<file path="src/rtl/spi_byte_sequencer.sv">
// spi_byte_sequencer
// Feeds a byte-level SPI master from a small TX FIFO. Each buffered byte is
// launched with a one-cycle start pulse. The byte received for it is
// presented on a valid/ready RX port. A watchdog aborts a transfer when the
// master never raises busy, or never drops it, within TIMEOUT_CYCLES cycles.
module spi_byte_sequencer #(
    parameter int FIFO_DEPTH     = 4,
    parameter int TIMEOUT_CYCLES = 1024
) (
    input  logic                          clk,
    input  logic                          rst_n,
    input  logic [7:0]                    tx_data,
    input  logic                          tx_valid,
    output logic                          tx_ready,
    output logic [7:0]                    rx_data,
    output logic                          rx_valid,
    input  logic                          rx_ready,
    output logic                          spi_start,
    output logic [7:0]                    spi_data_in,
    input  logic                          spi_busy,
    input  logic [7:0]                    spi_data_out,
    output logic [$clog2(FIFO_DEPTH):0]   tx_level,
    output logic                          timeout_err,
    input  logic                          err_clr
);

    localparam int              AW      = $clog2(FIFO_DEPTH);
    localparam logic [AW:0]     DEPTH_L = (AW+1)'(FIFO_DEPTH);
    localparam logic [AW:0]     LVL_ONE = (AW+1)'(1);
    localparam logic [AW-1:0]   PTR_ONE = AW'(1);
    localparam logic [15:0]     TMO_L   = 16'(TIMEOUT_CYCLES);

    typedef enum logic [1:0] {
        ST_IDLE      = 2'd0,
        ST_LAUNCH    = 2'd1,
        ST_WAIT_BUSY = 2'd2,
        ST_WAIT_DONE = 2'd3
    } state_e;

    state_e          state_q, state_d;
    logic [7:0]      mem_q [FIFO_DEPTH];
    logic [AW-1:0]   wr_ptr_q, wr_ptr_d;
    logic [AW-1:0]   rd_ptr_q, rd_ptr_d;
    logic [AW:0]     count_q, count_d;
    logic [7:0]      spi_data_in_q, spi_data_in_d;
    logic            spi_start_q, spi_start_d;
    logic [7:0]      rx_data_q, rx_data_d;
    logic            rx_valid_q, rx_valid_d;
    logic            err_q, err_d;
    logic [15:0]     wd_q, wd_d;

    logic            tx_ready_s;
    logic            push_s;
    logic            pop_s;
    logic            timeout_s;
    logic [15:0]     wd_inc_s;

    // A full FIFO refuses a push even when the same edge pops, because
    // readiness comes from the registered count only.
    assign tx_ready_s = rst_n && (count_q < DEPTH_L);
    assign push_s     = tx_valid && tx_ready_s;
    assign wd_inc_s   = wd_q + 16'd1;

    // Sequencer FSM: launch decision, busy tracking, RX capture and watchdog.
    always_comb begin
        state_d       = state_q;
        rd_ptr_d      = rd_ptr_q;
        spi_data_in_d = spi_data_in_q;
        rx_data_d     = rx_data_q;
        wd_d          = wd_q;
        pop_s         = 1'b0;
        timeout_s     = 1'b0;
        if (rx_valid_q && rx_ready) begin
            rx_valid_d = 1'b0;
        end else begin
            rx_valid_d = rx_valid_q;
        end
        case (state_q)
            ST_IDLE: begin
                // A pending RX byte blocks the next launch, so a slow
                // consumer stalls TX instead of losing data.
                if ((count_q != '0) && !rx_valid_q) begin
                    pop_s         = 1'b1;
                    spi_data_in_d = mem_q[rd_ptr_q];
                    rd_ptr_d      = rd_ptr_q + PTR_ONE;
                    state_d       = ST_LAUNCH;
                end else begin
                    state_d = ST_IDLE;
                end
            end
            ST_LAUNCH: begin
                wd_d    = 16'd0;
                state_d = ST_WAIT_BUSY;
            end
            ST_WAIT_BUSY: begin
                if (spi_busy) begin
                    wd_d    = 16'd0;
                    state_d = ST_WAIT_DONE;
                end else if (wd_inc_s == TMO_L) begin
                    timeout_s = 1'b1;
                    wd_d      = 16'd0;
                    state_d   = ST_IDLE;
                end else begin
                    wd_d = wd_inc_s;
                end
            end
            ST_WAIT_DONE: begin
                if (!spi_busy) begin
                    rx_data_d  = spi_data_out;
                    rx_valid_d = 1'b1;
                    wd_d       = 16'd0;
                    state_d    = ST_IDLE;
                end else if (wd_inc_s == TMO_L) begin
                    // The aborted byte is dropped, not re-queued.
                    timeout_s = 1'b1;
                    wd_d      = 16'd0;
                    state_d   = ST_IDLE;
                end else begin
                    wd_d = wd_inc_s;
                end
            end
            default: begin
                state_d = ST_IDLE;
            end
        endcase
    end

    // FIFO bookkeeping, sticky error flag and registered start pulse.
    always_comb begin
        if (push_s) begin
            wr_ptr_d = wr_ptr_q + PTR_ONE;
        end else begin
            wr_ptr_d = wr_ptr_q;
        end
        case ({push_s, pop_s})
            2'b10:   count_d = count_q + LVL_ONE;
            2'b01:   count_d = count_q - LVL_ONE;
            default: count_d = count_q;
        endcase
        // A new timeout wins over a clear arriving on the same edge.
        if (timeout_s) begin
            err_d = 1'b1;
        end else if (err_clr) begin
            err_d = 1'b0;
        end else begin
            err_d = err_q;
        end
        spi_start_d = (state_d == ST_LAUNCH);
    end

    // State and control registers with synchronous active-low reset.
    always_ff @(posedge clk) begin
        if (!rst_n) begin
            state_q       <= ST_IDLE;
            wr_ptr_q      <= '0;
            rd_ptr_q      <= '0;
            count_q       <= '0;
            spi_data_in_q <= 8'h00;
            spi_start_q   <= 1'b0;
            rx_data_q     <= 8'h00;
            rx_valid_q    <= 1'b0;
            err_q         <= 1'b0;
            wd_q          <= 16'd0;
        end else begin
            state_q       <= state_d;
            wr_ptr_q      <= wr_ptr_d;
            rd_ptr_q      <= rd_ptr_d;
            count_q       <= count_d;
            spi_data_in_q <= spi_data_in_d;
            spi_start_q   <= spi_start_d;
            rx_data_q     <= rx_data_d;
            rx_valid_q    <= rx_valid_d;
            err_q         <= err_d;
            wd_q          <= wd_d;
        end
    end

    // FIFO storage; contents need no reset since the pointers define validity.
    always_ff @(posedge clk) begin
        if (push_s) begin
            mem_q[wr_ptr_q] <= tx_data;
        end
    end

    assign tx_ready    = tx_ready_s;
    assign tx_level    = count_q;
    assign spi_start   = spi_start_q;
    assign spi_data_in = spi_data_in_q;
    assign rx_data     = rx_data_q;
    assign rx_valid    = rx_valid_q;
    assign timeout_err = err_q;

endmodule

</file>
<file path="config.mk">
export PLATFORM = sky130hd
export DESIGN_NAME = spi_byte_sequencer
export DESIGN_NICKNAME = d
export VERILOG_FILES = /design/src/rtl/spi_byte_sequencer.sv
export SDC_FILE = /design/constraint.sdc
export NUM_CORES = 1
export LEC_CHECK = 0
export ABC_AREA = 1
export CORE_UTILIZATION = 50
export CTS_BUF_LIST = sky130_fd_sc_hd__clkbuf_16
export DETAILED_ROUTE_END_ITERATION = 8
export PLACE_DENSITY = 0.81
export RECOVER_POWER = 25
export SLEW_MARGIN = 20
export SYNTH_ARGS = -nofsm -noshare
export SYNTH_HDL_FRONTEND = slang
export SYNTH_SLANG_ARGS = --single-unit
</file>
<file path="constraint.sdc">
create_clock -name clk -period 2.4 [get_ports clk]
set_clock_uncertainty 0.2 [all_clocks]
set_input_delay 0.48 -clock clk [delete_from_list [all_inputs] [get_ports clk]]
set_output_delay 0.48 -clock clk [all_outputs]
set_load 0.005 [all_outputs]
</file>
==> metrics.md <==
| Metric | Value |
|---|---|
| Outcome | `finished, final reports clean` |
| Syn Inst Count | `437` |
| Final nets | `525` |
| # DRC | `0` |
| DRT iter0 DRCs | `249` |
| Unrepaired setup endpoints after global routing | `no` |
| CTS Buf Count | `9` |
| Commonest non-fill, non-tap cell in the layout | `nor2_1` |
| Post-route clock period utilization | `97.6%` |
| Area Growth Syn to Fin | `25.8%` |
| Worst Path Arrival | `1.66 ns` |
| Final instance area | `4510 um^2` |
| CTS max path bufs | `2` |
| ANT cells | `0` |
| Starting Density | `52.1%` |
| Routed wl met2 | `3.90 mm` |
| Largest area contributor in the netlist | `edfxtp_1` |
| Die area | `7510 um^2` |
| Layout cells sized above 1 | `11.0%` |
| Actual slew at the worst max-slew pin | `0.592 ns` |
| Vias in the first global route | `2963` |
| Total Wirelength | `8.16 mm` |
| Final setup vio count | `0` |
| GR Util All Layers | `24.0%` |
| Worst VDD drop | `0.596 mV` |
| Die W | `86.6 um` |
| GP Congestion | `0.899` |
| Global-route wire length before repair | `13.7 mm` |
| Avg WL per Cell | `13.7 um` |
| Rel. slew slack | `60.4%` |
| Core Box Area | `6870 um^2` |
| Mapped cell area | `3580 um^2` |
| Synthesis-stage register bit count | `76` |
| Max Cap Violations | `0` |
| Vias post-DR | `3110` |
| Largest net degree at the start of global routing | `34` |
| Initial antenna violation count | `0` |
| GRT overflow | `0` |
| Count of input and output buffers | `44` |
| Final Non-Filler Cells | `597` |
| Req. time, crit path | `1.72 ns` |
| Fmax | `427 MHz` |
| Placed cells | `579` |
| Clock root buffer | `clkbuf_16` |
| Clk sinks | `76` |
| IO Count | `45` |
| CTS tree | `done` |
| HP Class | `flop to flop` |
| Reg clk slew, reported paths | `0.06 ns` |
| Leak | `1.79 nW` |
| Via density | `5.21` |
| Yosys warnings | `0` |
| Yosys top cell area share | `26.8%` |
| HPWL Detailed | `5.50 mm` |
| Final Max Tran Viols | `0` |
| CTS hold repair buffers | `0` |
| Cell Pwr Density | `849 nW/um^2` |
| Min cycle time layout | `2.34 ns` |
| Clock latency on the worst-skew pair | `0.33 ns` |
| Register area | `1840 um^2` |
| Most frequent cells in the layout | `83 x nor2_1, 62 x nand2_1, 51 x inv_1` |
| Metal-1 WL | `3.73 mm` |
| DR top layer | `met4` |
| Multi-input gate area | `1480 um^2` |
| Sequential share of the synthesized area | `51.4%` |
| Cell row count | `30` |
| CP endpoint kind | `primary output` |
| Synth unique cells | `30` |
| CP Launch Type | `primary input` |
| Fillers | `526` |
| Area post-placement | `4200 um^2` |
| Met3 wire length | `441 um` |
| Setup CP Type | `primary input to primary output` |
| Syn_nets | `466` |
| Final ANT Viol Nets | `0` |
| Final Hold Vio Count | `0` |
| Die Y | `86.6 um` |
| Syn_area_per_cell | `8.20 um^2` |
| CTS H-tree depth | `3` |
| Drt pass-1 iters | `5` |
| CP max FO | `2` |
| Largest cells by area after synthesis | `edfxtp_1 27%, dfxtp_1 25%, nor2_1 8.7%` |
==> kinds of logic after synthesis <==
family | Yosys count | share of synthesized area, %
compound gates | 76 | 11.6
fa+ha+maj | 7 | 2.65
buf+inv | 66 | 7.40
flops | 76 | 51.4
simple gates | 208 | 25.9
xor+xnor | 4 | 0.978
==> what timing repair did <==
action                                  in CTS  in global routing
gates resized for setup                      0                  1
endpoints found under the setup margin       0                  2
buffers inserted                             0                  2
==> cell type report <==
cell class | count | area share [%]
multi-input cells | 295 | 32.9
clock buffers | 9 | 5.00
repair buffers | 61 | 12.6
clock inverters | 7 | 1.53
flip-flops and latches | 76 | 40.9
inverters | 53 | 4.41
well taps | 96 | 2.67
==> through the flow <==
step           total power, mW  hold WS, ns  util (%)  setup slack (ns)  setup TNS [ns]
5_1_grt                   4.03        0.309      65.6           0.00515               0
6_report                  3.83        0.274      65.6            0.0584               0
2_1_floorplan             2.11        0.254         -            0.0285               0
3_5_place_dp              2.48        0.269      61.1           -0.0870          -0.117
4_1_cts                   3.81        0.277      65.4            0.0605               0
3_3_place_gp              2.45        0.272      61.1           0.00177               0
==> worst max-delay path, cell delays in order <==
cell and delay (ns):
clkdlybuf4s50_1 0.47, inv_1 0.06, nor2_1 0.13, clkdlybuf4s50_1 0.52
==> Yosys cell counts <==
| library cell | count |
|---|---|
| o311ai_0 | 1 |
| clkbuf_1 | 8 |
| dfxtp_1 | 44 |
| buf_2 | 2 |
| nor3_2 | 1 |
| nand3_1 | 28 |
| nor2_2 | 6 |
| edfxtp_1 | 32 |
| o21ai_0 | 41 |
| a31oi_1 | 8 |
| clkinv_1 | 2 |
| inv_1 | 49 |
| o211ai_1 | 5 |
| nand2_1 | 62 |
| o31ai_1 | 4 |
| nand3_2 | 2 |
| fa_1 | 1 |
| nor2_1 | 83 |
| nor2_4 | 4 |
| nand4_1 | 5 |
| nand2_2 | 8 |
| inv_2 | 2 |
| o21ai_1 | 2 |
| ha_1 | 6 |
| nor3_1 | 5 |
| nor4_1 | 4 |
| buf_6 | 1 |
| xor2_1 | 4 |
| a21oi_1 | 15 |
| buf_4 | 2 |
==> worst paths after layout <==
path,start,end,slack [ns],cells after the start
setup / recovery,rst_n,tx_ready,0.06,4
hold / removal,timeout_err,timeout_err,0.27,2
setup reg to reg,wd_q[0],state_q[1],0.16,12
hold reg to reg,timeout_err,timeout_err,0.27,2
==> registers in the layout (all words and copies together) (netlist names), 2 cells and up <==
| signal | cells |
|---|---|
| wd_q | 16 |
| tx_level | 3 |
| wr_ptr_q | 2 |
| state_q | 2 |
| rd_ptr_q | 2 |
| rx_data | 8 |
| mem_q | 32 |
| spi_data_in | 8 |
==> report_power, final <==
part | total (mW) | switching [mW] | internal (mW)
combinational | 0.938 | 0.540 | 0.398
sequential | 1.57 | 0.0894 | 1.48
clock | 1.32 | 0.518 | 0.802
total | 3.83 | 1.15 | 2.68
==> layer usage <==
layer	global-route usage [%]	vias up
li1	-	1560
met1	30.8	1457
met2	39.6	83
met3	6.19	10
met4	7.88	0
met5	0	-
Note: power is estimated with default switching activity, not from simulation.
